<file path="src/rtl/mcdf_fmt_pkg.sv">
// Shared types and constants for the MCDF formatter: FSM states, the "no grant"
// channel ID and the packet-length select decoding.
package mcdf_fmt_pkg;

    localparam int FMT_LW = 6;

    typedef enum logic [2:0] {
        IDLE    = 3'd0,
        ID_REQ  = 3'd1,
        CHK     = 3'd2,
        COLLECT = 3'd3,
        REQ     = 3'd4,
        SEND    = 3'd5
    } fmt_state_e;

    localparam logic [1:0] ID_NONE = 2'b11;

    localparam logic [2:0] LEN_SEL_4  = 3'd0;
    localparam logic [2:0] LEN_SEL_8  = 3'd1;
    localparam logic [2:0] LEN_SEL_16 = 3'd2;

    // Every encoding above LEN_SEL_16 selects the maximum packet of 32 words.
    function automatic logic [FMT_LW-1:0] decode_len(input logic [2:0] sel);
        case (sel)
            LEN_SEL_4:  return FMT_LW'(4);
            LEN_SEL_8:  return FMT_LW'(8);
            LEN_SEL_16: return FMT_LW'(16);
            default:    return FMT_LW'(32);
        endcase
    endfunction

endpackage

</file>
<file path="src/rtl/fmt_pkt_buf.sv">
// Packet buffer: one write port filled during collection, one registered read
// port that prefetches the next word so it lines up with fmt_send_o.
module fmt_pkt_buf #(
    parameter int DW      = 32,
    parameter int MAX_LEN = 32,
    parameter int AW      = $clog2(MAX_LEN)
) (
    input  logic          clk_i,
    input  logic          rstn_i,
    input  logic          wr_en_i,
    input  logic [AW-1:0] wr_addr_i,
    input  logic [DW-1:0] wr_data_i,
    input  logic          rd_en_i,
    input  logic [AW-1:0] rd_addr_i,
    output logic [DW-1:0] rd_data_o
);

    logic [DW-1:0] mem_q [MAX_LEN];
    logic [DW-1:0] rd_data_q;

    // NOTE: the storage array is deliberately left out of the reset; every word is
    // written before it is read, and a reset on it would only add a wide clear mux.
    always_ff @(posedge clk_i) begin
        if (wr_en_i) begin
            mem_q[wr_addr_i] <= wr_data_i;
        end
    end

    // Read data is forced to zero when not sending, keeping fmt_data_o quiet.
    always_ff @(posedge clk_i or negedge rstn_i) begin
        if (!rstn_i) begin
            rd_data_q <= '0;
        end else begin
            rd_data_q <= rd_en_i ? mem_q[rd_addr_i] : '0;
        end
    end

    assign rd_data_o = rd_data_q;

endmodule

</file>
<file path="src/rtl/mcdf_formater.sv">
// MCDF formatter: requests a channel from the arbiter, collects one packet into
// a local buffer, then sends it downstream as a framed start/send/end burst.
module mcdf_formater
    import mcdf_fmt_pkg::*;
#(
    parameter int DW      = 32,
    parameter int MAX_LEN = 32,
    parameter int LW      = 6
) (
    input  logic          clk_i,
    input  logic          rstn_i,
    input  logic          a2f_val_i,
    input  logic [1:0]    a2f_id_i,
    input  logic [DW-1:0] a2f_data_i,
    input  logic [2:0]    a2f_pkglen_sel_i,
    output logic          f2a_id_req_o,
    output logic          f2a_ack_o,
    input  logic          fmt_grant_i,
    output logic          fmt_req_o,
    output logic [1:0]    fmt_chid_o,
    output logic [LW-1:0] fmt_length_o,
    output logic          fmt_send_o,
    output logic [DW-1:0] fmt_data_o,
    output logic          fmt_start_o,
    output logic          fmt_end_o
);

    localparam int AW = $clog2(MAX_LEN);

    fmt_state_e    state_q, state_d;
    logic [1:0]    chid_q, chid_d;
    logic [LW-1:0] len_q, len_d;
    logic [LW-1:0] wcnt_q, wcnt_d;
    logic [LW-1:0] rcnt_q, rcnt_d;

    logic          fmt_req_q, fmt_send_q, fmt_start_q, fmt_end_q;
    logic [1:0]    fmt_chid_q;
    logic [LW-1:0] fmt_length_q;
    logic          send_next;

    assign f2a_id_req_o = (state_q == ID_REQ);
    assign f2a_ack_o    = (state_q == COLLECT) && a2f_val_i && (wcnt_q < len_q);

    // NOTE: every variable gets a default before the case so no path leaves one
    // unassigned, which would otherwise infer a latch.
    always_comb begin
        state_d = state_q;
        chid_d  = chid_q;
        len_d   = len_q;
        wcnt_d  = wcnt_q;
        rcnt_d  = '0;
        unique case (state_q)
            IDLE:   state_d = ID_REQ;
            ID_REQ: state_d = CHK;
            CHK: begin
                if (a2f_id_i == ID_NONE) begin
                    state_d = IDLE;
                end else begin
                    chid_d  = a2f_id_i;
                    len_d   = LW'(decode_len(a2f_pkglen_sel_i));
                    wcnt_d  = '0;
                    state_d = COLLECT;
                end
            end
            COLLECT: begin
                if (f2a_ack_o) begin
                    wcnt_d = wcnt_q + LW'(1);
                    if (wcnt_q == len_q - LW'(1)) begin
                        state_d = REQ;
                    end
                end
            end
            REQ: begin
                if (fmt_grant_i) begin
                    state_d = SEND;
                end
            end
            SEND: begin
                // rcnt_q is the index of the word currently on fmt_data_o.
                if (rcnt_q == len_q - LW'(1)) begin
                    state_d = IDLE;
                end else begin
                    rcnt_d = rcnt_q + LW'(1);
                end
            end
            default: state_d = IDLE;
        endcase
    end

    assign send_next = (state_d == SEND);

    // NOTE: sequential state uses non-blocking assignments so every flop samples
    // the pre-edge values, independent of statement order.
    always_ff @(posedge clk_i or negedge rstn_i) begin
        if (!rstn_i) begin
            state_q      <= IDLE;
            chid_q       <= '0;
            len_q        <= '0;
            wcnt_q       <= '0;
            rcnt_q       <= '0;
            fmt_req_q    <= 1'b0;
            fmt_send_q   <= 1'b0;
            fmt_start_q  <= 1'b0;
            fmt_end_q    <= 1'b0;
            fmt_chid_q   <= '0;
            fmt_length_q <= '0;
        end else begin
            state_q      <= state_d;
            chid_q       <= chid_d;
            len_q        <= len_d;
            wcnt_q       <= wcnt_d;
            rcnt_q       <= rcnt_d;
            fmt_req_q    <= (state_d == REQ);
            fmt_send_q   <= send_next;
            fmt_start_q  <= send_next && (rcnt_d == '0);
            fmt_end_q    <= send_next && (rcnt_d == len_q - LW'(1));
            fmt_chid_q   <= (state_d == REQ || send_next) ? chid_q : '0;
            fmt_length_q <= (state_d == REQ || send_next) ? len_q : '0;
        end
    end

    fmt_pkt_buf #(
        .DW      (DW),
        .MAX_LEN (MAX_LEN),
        .AW      (AW)
    ) u_buf (
        .clk_i     (clk_i),
        .rstn_i    (rstn_i),
        .wr_en_i   (f2a_ack_o),
        .wr_addr_i (wcnt_q[AW-1:0]),
        .wr_data_i (a2f_data_i),
        .rd_en_i   (send_next),
        .rd_addr_i (rcnt_d[AW-1:0]),
        .rd_data_o (fmt_data_o)
    );

    assign fmt_req_o    = fmt_req_q;
    assign fmt_send_o   = fmt_send_q;
    assign fmt_start_o  = fmt_start_q;
    assign fmt_end_o    = fmt_end_q;
    assign fmt_chid_o   = fmt_chid_q;
    assign fmt_length_o = fmt_length_q;

endmodule

</file>
<file path="config.mk">
export PLATFORM = sky130hd
export DESIGN_NAME = mcdf_formater
export DESIGN_NICKNAME = d
export VERILOG_FILES = /design/src/rtl/mcdf_fmt_pkg.sv /design/src/rtl/fmt_pkt_buf.sv /design/src/rtl/mcdf_formater.sv
export SDC_FILE = /design/constraint.sdc
export NUM_CORES = 1
export LEC_CHECK = 0
export ABC_AREA = 1
export CORE_MARGIN = 2
export CORE_UTILIZATION = 30
export CTS_CLUSTER_SIZE = 40
export DETAILED_ROUTE_END_ITERATION = 16
export HOLD_SLACK_MARGIN = 0.05
export SYNTH_ARGS = -nofsm -noshare
export SYNTH_HDL_FRONTEND = slang
export SYNTH_SLANG_ARGS = --single-unit
</file>
<file path="constraint.sdc">
create_clock -name clk_i -period 3.7 [get_ports clk_i]
set_input_delay 0.37 -clock clk_i [delete_from_list [all_inputs] [get_ports clk_i]]
set_output_delay 0.37 -clock clk_i [all_outputs]
set_load 0.01 [all_outputs]
</file>
Yosys cells after proc, flatten, opt, wreduce, memory -nomap -nowiden:

Memories as Yosys holds them, arrays and structs flattened.
Cells that the tools add are included.

* flip-flop bits (word level): 67
* latch bits: 0
* bits in writable memories: 1024
* ROM bits: 0
* input port bits: 41
* output and inout bits: 46
* word-level logic and storage cells: 61
* memories: 1

Memory list
* u_buf.mem_q: depth 32, width 32, read ports 1, clocked after Yosys merged registers in 0, write ports 1, RTL line fmt_pkt_buf.sv:18 `logic [DW-1:0] mem_q [MAX_LEN];`

* add/sub/neg operators: 3
* multiply operators: 0
* div/mod/pow operators: 0
* order comparisons: 1
* eq/ne operators: 15
* shift operators: 0
* multiplexer cells: 17
* bitwise gates (word level): 1
* reduce and logical (&&, ||, !) cells: 11

Operators with widths (number)
* $mux W32: 1
* $mux W6: 5
* $eq A6 B6 Y1: 3
* $pmux W3 S6: 1
* $pmux W6 S3: 1
* $add A6 B1 Y6 const B: 2
* $eq A3 B3 Y1 const B: 4
* $mux W3: 4
* $pmux W6 S2: 1
* $eq A3 B2 Y1 const B: 3
* $eq A3 B1 Y1 const B: 2
* $logic_not A3 Y1: 2
* $logic_not A6 Y1: 1
* $lt A6 B6 Y1: 1
* $sub A6 B1 Y6 const B: 1
* $logic_and A1 B1 Y1: 4
* $mux W2: 2
* $ne A2 B2 Y1 const B: 2
* $reduce_and A3 Y1: 1
* $eq A2 B2 Y1 const B: 1
* $mux W1: 2
* $reduce_and A2 Y1: 1
* $reduce_bool A2 Y1: 1
* $logic_or A1 B1 Y1: 1
* $not A1 Y1: 1

Longest topological paths before layout:

Gate-level depths: netlist (run 1).

* word-level depth: 8
* depth in mapped cells: 22
* depth with buffers taken out: 21

Modules after synthesis:

A second synthesis (run 1) with hierarchy kept.

* cells, all modules: 3786
* area, all modules: 44249.9 um^2

By module, submodules not included
* fmt_pkt_buf: times used 1, cells an instance 3563, area an instance 42457.0 um^2, sequential area each 31550.3 um^2
* mcdf_formater: times used 1, cells an instance 223, area an instance 1793.0 um^2, sequential area each 775.7 um^2

Worst setup path before layout (run 1):

OpenSTA, ideal clock, no wires.

* path type: register to register
* from: reg len_q[3]
* to: mem u_buf.mem_q[0][0] (enable)
* setup time: 421 ps
* data arrival time: 2791 ps
* required time: 3279 ps
* setup slack: 488 ps
* cell stages (with the launch flop): 10
* buffers on the path: 0
* clock period less this slack: 3212 ps
* cells stage by stage: dfrtp_1 > inv_1 > ha_1 > inv_1 > nor2_1 > o211ai_1 > nand4_1 > inv_1 > nand2_1 > nor2_1

* cells in the longest elaborated chain, start to end: 4

RTL lines
* start: declaration: RTL line mcdf_formater.sv:32 `logic [LW-1:0] len_q, len_d;`
* start signal: assignment: RTL line mcdf_formater.sv:110 `len_q <= len_d;`
* $lt A6 B6 Y1: RTL line mcdf_formater.sv:42 `assign f2a_ack_o = (state_q == COLLECT) && a2f_val_i && (wcnt_q < len_q);`
* $logic_and A1 B1 Y1: RTL line mcdf_formater.sv:42
* named net f2a_ack_o: RTL line mcdf_formater.sv:17 `output logic f2a_ack_o,`
* $mux W1: RTL line fmt_pkt_buf.sv:24 `if (wr_en_i) begin`
* $mux W1 (not written as such): RTL line fmt_pkt_buf.sv:25 `mem_q[wr_addr_i] <= wr_data_i;`
* end: declaration: RTL line fmt_pkt_buf.sv:18

The timed path passes the listed nets, and every way through them passes these cells.

Worst setup path in the final report (run 1):

* from: reg len_q[2]
* to: reg u_buf.rd_data_q[11], in the netlist u_buf.rd_data_o[11]

* cells in the longest elaborated chain, start to end: 7
* elaborated cells on any way between the ends: 14
* those cells by class: add/sub: 1; order compare: 1; eq/ne: 3; mux: 7; reduce/logical: 1; memory: 1

RTL lines
* branches (longest 6 deep; another with $mem_v2 Z32 W32)
* $mux W32 *: RTL line fmt_pkt_buf.sv:34 `rd_data_q <= rd_en_i ? mem_q[rd_addr_i] : '0;`
* end signal: assignment: RTL line fmt_pkt_buf.sv:34
* end: declaration: RTL line fmt_pkt_buf.sv:19 `logic [DW-1:0] rd_data_q;`

Every way passes the cells marked *.
A chain may end at the register's enable or synchronous reset.

==> summary.md, run 1 <==
| Metric | Value |
|---|---|
| Run status | complete, no violations |
| Drt total wl | 135 mm |
| Slew headroom | between 10 and 15% |
| Vias per inst | 5.15 |
| Static Leakage | 0.0188 uW |
| CP arrival | roughly 4 ns |
| Netlist cell types | 35 |
| Htree depth | 3 |
| Clk Latency, worst-skew pair | 0.70 ns |
| HP Class | input pin to flop |
| Worst Setup EP | u_buf.rd_data_o[11]$_DFF_PN0_ |
| Worst setup EP type | flop |
| DRT Pass-1 Iters | 6 |
| Starting density of the core | between 30% and 40% |
| Post-CTS Setup Inserts | 0 |
| Final ANT Viol Nets | 0 |
| Vias | just over 30000 |
| Reg2reg start | len_q[2]$_DFFE_PN0P_ |
| Hold WS | around 0.26 ns |
| Top-area cell type share of the netlist area | between 60% and 70% |
| Final period util | between 90% and 100% |
| Ys async rst share | around 5.8% |
| Max stage delay on crit path | about 0.48 ns |
| Longest Clk Path Bufs | 3 |
| Number of synthesized flops with an enable pin | around 1000 |
| Number of DRC markers in iteration 0 | about 3600 |
| Final setup fails | 0 |
| DRC | 0 |
| Crit-path leading delay family | simple AND/OR/NAND/NOR gates |
| Peak supply drop | 0.341 mV |
| R2r endpoint | u_buf.rd_data_o[11]$_DFF_PN0_ |
| Setup Slack @ Placement | ~0.38 ns |
| Most common cell in the netlist | nand3_1 |
| CP Depth | 17 |
| Clk sink count | approximately 1100 |
| GRT Resource Usage Total | ~17% |
| Count of final max-slew check failures | 0 |
| Mean Syn Cell Area | between 10 and 15 um2 |
| TritonCTS buffer count | about 110 |
| Critical Path Most Common Cell | nand2_1 |
| Area delta synth->final | 16.7% |
| Gate count of the mapped netlist | roughly 3900 |
| Die H | between 300 and 400 um |
| Final Net Count | between 3000 and 4000 |
| Grt ovf | 0 |
| Final hold vios | 0 |
| IO buf count | 84 |
| FF-to-FF setup slack | 0.32 ns |
| Post-synth top flop | edfxtp_1 |
| Tmin final | around 3.4 ns |
| Synth Register Bits | ~1100 |
| Max Cap Viol | 0 |
| Post-DP Area | 48900 um2 |
| Final setup TNS | 0 ns |
| Die area | about 150000 um2 |
| FF-to-FF path depth | 17 |
| Clock root cell | clkbuf_16 |
| Largest fanout on the critical path | 49 |
| Clock-pin slew on the worst setup and hold paths | approximately 0.06 ns |
| Top cells by count, synth | nand3_1 (1201), edfxtp_1 (1024), nand2_1 (981), buf_2 (183), inv_1 (110) |
| Seq/Total Area, Yosys | between 70% and 80% |
| Bufs and invs on worst path | 3 |
| Synth area leader | edfxtp_1 |
| Share of layout cells above drive strength 1 | 8.63% |
| Core area | between 100000 and 150000 um2 |
| Top post-synthesis cells by area | edfxtp_1 (69%), nand3_1 (13%), nand2_1 (8.2%) |
| Setup CP Type | flop to flop |
| Boundary Pins | 87 |
| CTS tree | done |
| Final Instance Area | around 52000 um2 |
| DR WL/cell | between 20 and 25 um |
| P per Cell Area | approximately 500 nW/um2 |
| DP Wirelength | around 70 mm |
| Die W | ~400 um |
| Slowest CP cell | dfrtp_1 |
| Clock skew | between 0.03 and 0.04 ns |
| Vias in the first global route | approximately 29000 |
| Worst setup margin | around 0.32 ns |
| Critical path launch point type | flop |
| Post-Syn Area | around 45000 um2 |
| WP data required | between 4 and 5 ns |
| Largest net degree at the start of global routing | roughly 190 |
| First-pass GRT wire length | 197 mm |
| Row cnt | about 140 |
| Fmax | a little under 300 MHz |
| Worst path cell trace | inv_2, ha_1, xor2_1, nand2_1, nor2_2, nand2_8, nand2_8, buf_12, buf_4, nand2_1, nand3_1, nand3_1, nand3_1, nand2_1, nand2_1, nand2_1, nor2_1 |
| Tightest Pin Transition | roughly 1.3 ns |
| Routability cong. | between 0.8 and 0.9 |
| Ys Warns | 0 |
| Setup crit start | len_q[2]$_DFFE_PN0P_ |
| RSZ-0062 raised after global routing | no |
| Initial antenna violation count | 6 |
[flip-flops by register name, indices dropped and copies added, names as in the netlist, 3 cells and up]
register / count
state_q: 3
wcnt_q: 6
u_buf.mem_q: 1024
fmt_length_o: 4
rcnt_q: 6
u_buf.rd_data_o: 32
len_q: 4
[tightest hold or removal path, stage by stage]
cell and delay, ns:
clkdlybuf4s50_1 0.43, nand2_1 0.08, nand2_1 0.04
[worst min path at each step]
| stage | end | cells past startpoint | slack, ns | start |
|---|---|---|---|---|
| global route | chid_q[1]$_DFFE_PN0P_ | 3 | 0.27 | a2f_id_i[1] |
| floorplan | chid_q[0]$_DFFE_PN0P_ | 0 | 0.07 | rstn_i |
| global placement | fmt_chid_o[0]$_DFF_PN0_ | 2 | 0.45 | chid_q[0]$_DFFE_PN0P_ |
| finish | chid_q[1]$_DFFE_PN0P_ | 3 | 0.26 | a2f_id_i[1] |
| CTS | chid_q[1]$_DFFE_PN0P_ | 3 | 0.23 | a2f_id_i[1] |
| detailed placement | fmt_chid_o[0]$_DFF_PN0_ | 2 | 0.45 | chid_q[0]$_DFFE_PN0P_ |
[cell usage in the layout (no fill, tap or decap), types with 2 or more instances in the layout]
cell and instances:
nand2_8 2, nand3_1 1201, clkinvlp_4 2, nand2_1 981
a21oi_1 37, edfxtp_1 1024, bufinv_16 6, clkbuf_16 113
nand2_4 2, o211ai_1 11, nand4_1 2, clkbuf_8 15
inv_4 2, xor2_1 8, nor3_1 5, inv_1 110
buf_4 91, o21ai_1 2, o31ai_1 2, nor2_1 64
nor2_4 36, inv_2 6, ha_1 10, clkbuf_1 43
inv_6 2, clkinv_2 8, o21ai_0 7, clkdlybuf4s50_1 83
o2111ai_1 2, clkinv_1 13, conb_1 2, dfrtp_1 63
buf_12 54, diode_2 2
[routing by layer]
layer | vias to the layer above | part of all wire [%] | global-route usage (%)
li1 | 13843 | - | -
met1 | 15312 | 42 | 23.7
met2 | 1322 | 47 | 27.8
met3 | 190 | 8.6 | 3.57
met4 | 4 | 2.5 | 5.27
met5 | - | 0.019 | 0
[metrics by stage]
stage | cells | total power (uW) | utilization (%)
3_3_place_gp | 5747 | 15200 | 33.0
3_5_place_dp | 5747 | 15200 | 33.0
5_1_grt | 5952 | 26700 | 35.4
4_1_cts | 5951 | 26000 | 35.4
6_report | 5953 | 25900 | 35.4
2_1_floorplan | 3859 | 14600 | -
[final cells by class]
type | count | area, um2
Antenna cell | 2 | 5.00
Clock buffer | 171 | 3200
Clock inverter | 32 | 310
Fill cell | 14324 | 95800
Inverter | 118 | 448
Multi-Input combinational cell | 2384 | 11100
Sequential cell | 1087 | 32300
Tap cell | 1930 | 2410
Timing Repair Buffer | 229 | 2610
[cells by family (layout without fill, tap and decap cells)]
logic type | count (synthesis) | after routing | synth area share (%)
AOI/OAI and AO/OA | 64 | 64 | 0.825
xor gates and xnor gates | 8 | 8 | 0.156
adders and majority gates | 10 | 10 | 0.279
buffers and inverters | 388 | 550 | 3.89
DFF | 1087 | 1087 | 72.0
other | 1 | 4 | 0.00836
and+or+nand+nor | 2300 | 2300 | 22.8
[where the power goes]
group,total [uW],switching [uW],internal (uW)
Clock,10900,4590,6320
Combinational,1200,876,319
Sequential,13800,96.2,13700
[timing repair]
action,4_1_cts,5_1_grt
gates resized for setup,0,0
hold endpoints to repair,53,0
hold buffers,1,0
No activity file was read; power rests on OpenSTA's default activity.
==> run 2, diff against run 1 <==
- CAP_MARGIN: default -> 15
- CORE_UTILIZATION: 30 -> 45
==> summary.md, run 2 (synthesized netlist as in run 1, its figures left out) <==
| Metric | Value |
|---|---|
| WP data required | 4.29 ns (+0.02 ns) |
| Worst hold path depth | 3 (unchanged) |
| Die W | 320 um (-18%) |
| Fmax | 309 MHz (+4.4%) |
| Biggest register | u_buf.mem_q |
| DR WL/cell | 24.6 um (+8.3%) |
| Die H | 320 um (-18%) |
| Area delta synth->final | 14.8% |
| Die area | 102000 um2 (-33%) |
| Largest register FFs | 1024 (unchanged) |
| Core area | 98600 um2 (-33%) |
| Final period util | 87.5% (-3.9 points) |
| CTS tree | done |
| Boundary Pins | 87 (unchanged) |
| First-pass GRT wire length | 192 mm (-2.6%) |
| Count of final max-slew check failures | 0 (unchanged) |
| Clk Latency, worst-skew pair | 0.68 ns (-0.02 ns) |
| Post-CTS Setup Inserts | 0 (unchanged) |
| Clock skew | 0.0195 ns (-0.0187 ns) |
| RSZ-0062 raised after global routing | no |
| Clock-pin slew on the worst setup and hold paths | 0.06 ns (about the same) |
| Max Cap Viol | 0 (unchanged) |
| Critical path launch point type | flop |
| Htree depth | 3 (unchanged) |
| Setup CP Type | flop to flop |
| Grt ovf | 0 (unchanged) |
| DP Wirelength | 69.1 mm (-4.1%) |
| DRT Pass-1 Iters | 5 (-1) |
| Power, Total | 25600 uW (-0.93%) |
| Largest fanout on the critical path | 66 (+35%) |
| Row cnt | 115 (-18%) |
| P per Cell Area | 498 nW/um2 (+0.75%) |
| Register area | 32300 um2 (unchanged) |
| Clock root cell | clkbuf_16 |
| Static Leakage | 0.0187 uW (-0.32%) |
| CP arrival | 3.83 ns (-0.12 ns) |
| Slew headroom | 18.4% (+4.3 points) |
| Area of the multi-input gates | 11100 um2 (unchanged) |
| Post-Route Utilization | 52.3% (+17 points) |
| Clk sink count | 1087 (unchanged) |
| GRT Resource Usage Total | 25.3% (+7.9 points) |
| Drt total wl | 130 mm (-3.7%) |
| Final ANT Viol Nets | 0 (unchanged) |
| HP Class | input pin to flop |
| Placed cell count | 5078 (-12%) |
| Tmin final | 3.24 ns (-0.142 ns) |
| Routability cong. | 0.804 (+0.32%) |
| Final setup fails | 0 (unchanged) |
| FF-to-FF path depth | 18 (+1) |
| Final Net Count | 3967 (-0.38%) |
| Vias per inst | 5.78 (+12%) |
| Final hold vios | 0 (unchanged) |
| DRC | 0 (unchanged) |
| Met3 routed WL | 11.2 mm (-4.4%) |
| Ant diodes | 0 (-2) |
| Vias in the first global route | 28633 (-0.86%) |
| Highest Signal Layer | met5 |
| Fillers | 8330 (-42%) |
| Number of DRC markers in iteration 0 | 3921 (+8.3%) |
| Final setup TNS | 0 ns (unchanged) |
| IO buf count | 84 (unchanged) |
| Share of layout cells above drive strength 1 | 8.36% (-0.27 points) |
| Tightest Pin Transition | 1.22 ns (-0.0610 ns) |
| Starting density of the core | 45.5% (+15 points) |
| Initial antenna violation count | 3 (-3) |
| Longest Clk Path Bufs | 3 (unchanged) |
| Non-filler instance count after layout | 5293 (-11%) |
| Hold WS | 0.271 ns (+0.00666 ns) |
| Metal2 WL | 60.5 mm (-4.8%) |
| Peak supply drop | 0.357 mV (+4.6%) |
| TritonCTS buffer count | 110 (-0.90%) |
| Largest net degree at the start of global routing | 204 (+9.7%) |
| Run status | complete, no violations |
| Vias | 30572 (-0.32%) |
| Worst setup EP type | flop |
| Most common cell after layout, fill and taps aside | nand3_1 |
| Most frequent cells in the layout | nand3_1 (1201), edfxtp_1 (1024), nand2_1 (981) |
| Wl on met1 | 55.8 mm (-1.9%) |
==> run 2: worst paths after layout <==
| check | from | endpoint | slack, ns |
|---|---|---|---|
| setup / recovery | len_q[3]$_DFFE_PN0P_ | u_buf.rd_data_o[31]$_DFF_PN0_ | 0.46 |
| hold / removal | a2f_id_i[1] | chid_q[1]$_DFFE_PN0P_ | 0.27 |
| min in group asynchronous | rstn_i | fmt_length_o[3]$_DFF_PN0_ | 0.36 |
| setup reg to reg | len_q[3]$_DFFE_PN0P_ | u_buf.rd_data_o[31]$_DFF_PN0_ | 0.46 |
| hold reg to reg | chid_q[1]$_DFFE_PN0P_ | fmt_chid_o[1]$_DFF_PN0_ | 0.47 |
| max in group asynchronous | rstn_i | u_buf.rd_data_o[9]$_DFF_PN0_ | 2.48 |
==> run 2: repair_timing <==
| action | 4_1_cts | 5_1_grt |
|---|---|---|
| resized for setup | 0 | 0 |
| endpoints found under the hold margin | 51 | 0 |
| hold buffers | 1 | 0 |
==> run 2: final cells by class <==
| cell class | instances | area share [%] |
|---|---|---|
| inverter | 118 | 0.869 |
| tap | 1287 | 3.13 |
| timing repair buffer | 215 | 5.16 |
| clock buffer | 139 | 5.74 |
| multi-input combinational | 2384 | 21.5 |
| sequential | 1087 | 62.7 |
| clock inverter | 63 | 0.845 |
==> run 2: per-stage QoR <==
stage	setup WS, ns	cell area (um2)
2_1_floorplan	0.488	44900
3_3_place_gp	0.294	47800
3_5_place_dp	0.506	47900
4_1_cts	0.477	51300
5_1_grt	0.202	51500
6_report	0.464	51500
==> run 2: worst max-delay path: stages, from the launching register on <==
cell	delay, ns
dfrtp_1	0.37
inv_1	0.08
ha_1	0.35
xor2_1	0.18
nand2_1	0.08
nor2_2	0.06
nand2_8	0.11
buf_4	0.39
buf_4	0.68
nand3_1	0.14
nand3_1	0.14
nand2_1	0.06
nand2_1	0.05
nand2_1	0.05
inv_1	0.04
nand2_1	0.04
nand2_1	0.06
nand2_1	0.06
nor2_1	0.15
==> run 2: power breakdown <==
group          switching (uW)  internal, uW  total [uW]
registers                87.3         13700       13800
logic                     888           379        1270
clock network            4590          6020       10600
==> run 2: per-layer routing <==
metal,up-vias,GRT usage [%]
met3,181,4.29
li1,13788,-
met4,2,7.14
met1,15195,36.7
met5,-,0
met2,1406,39.4
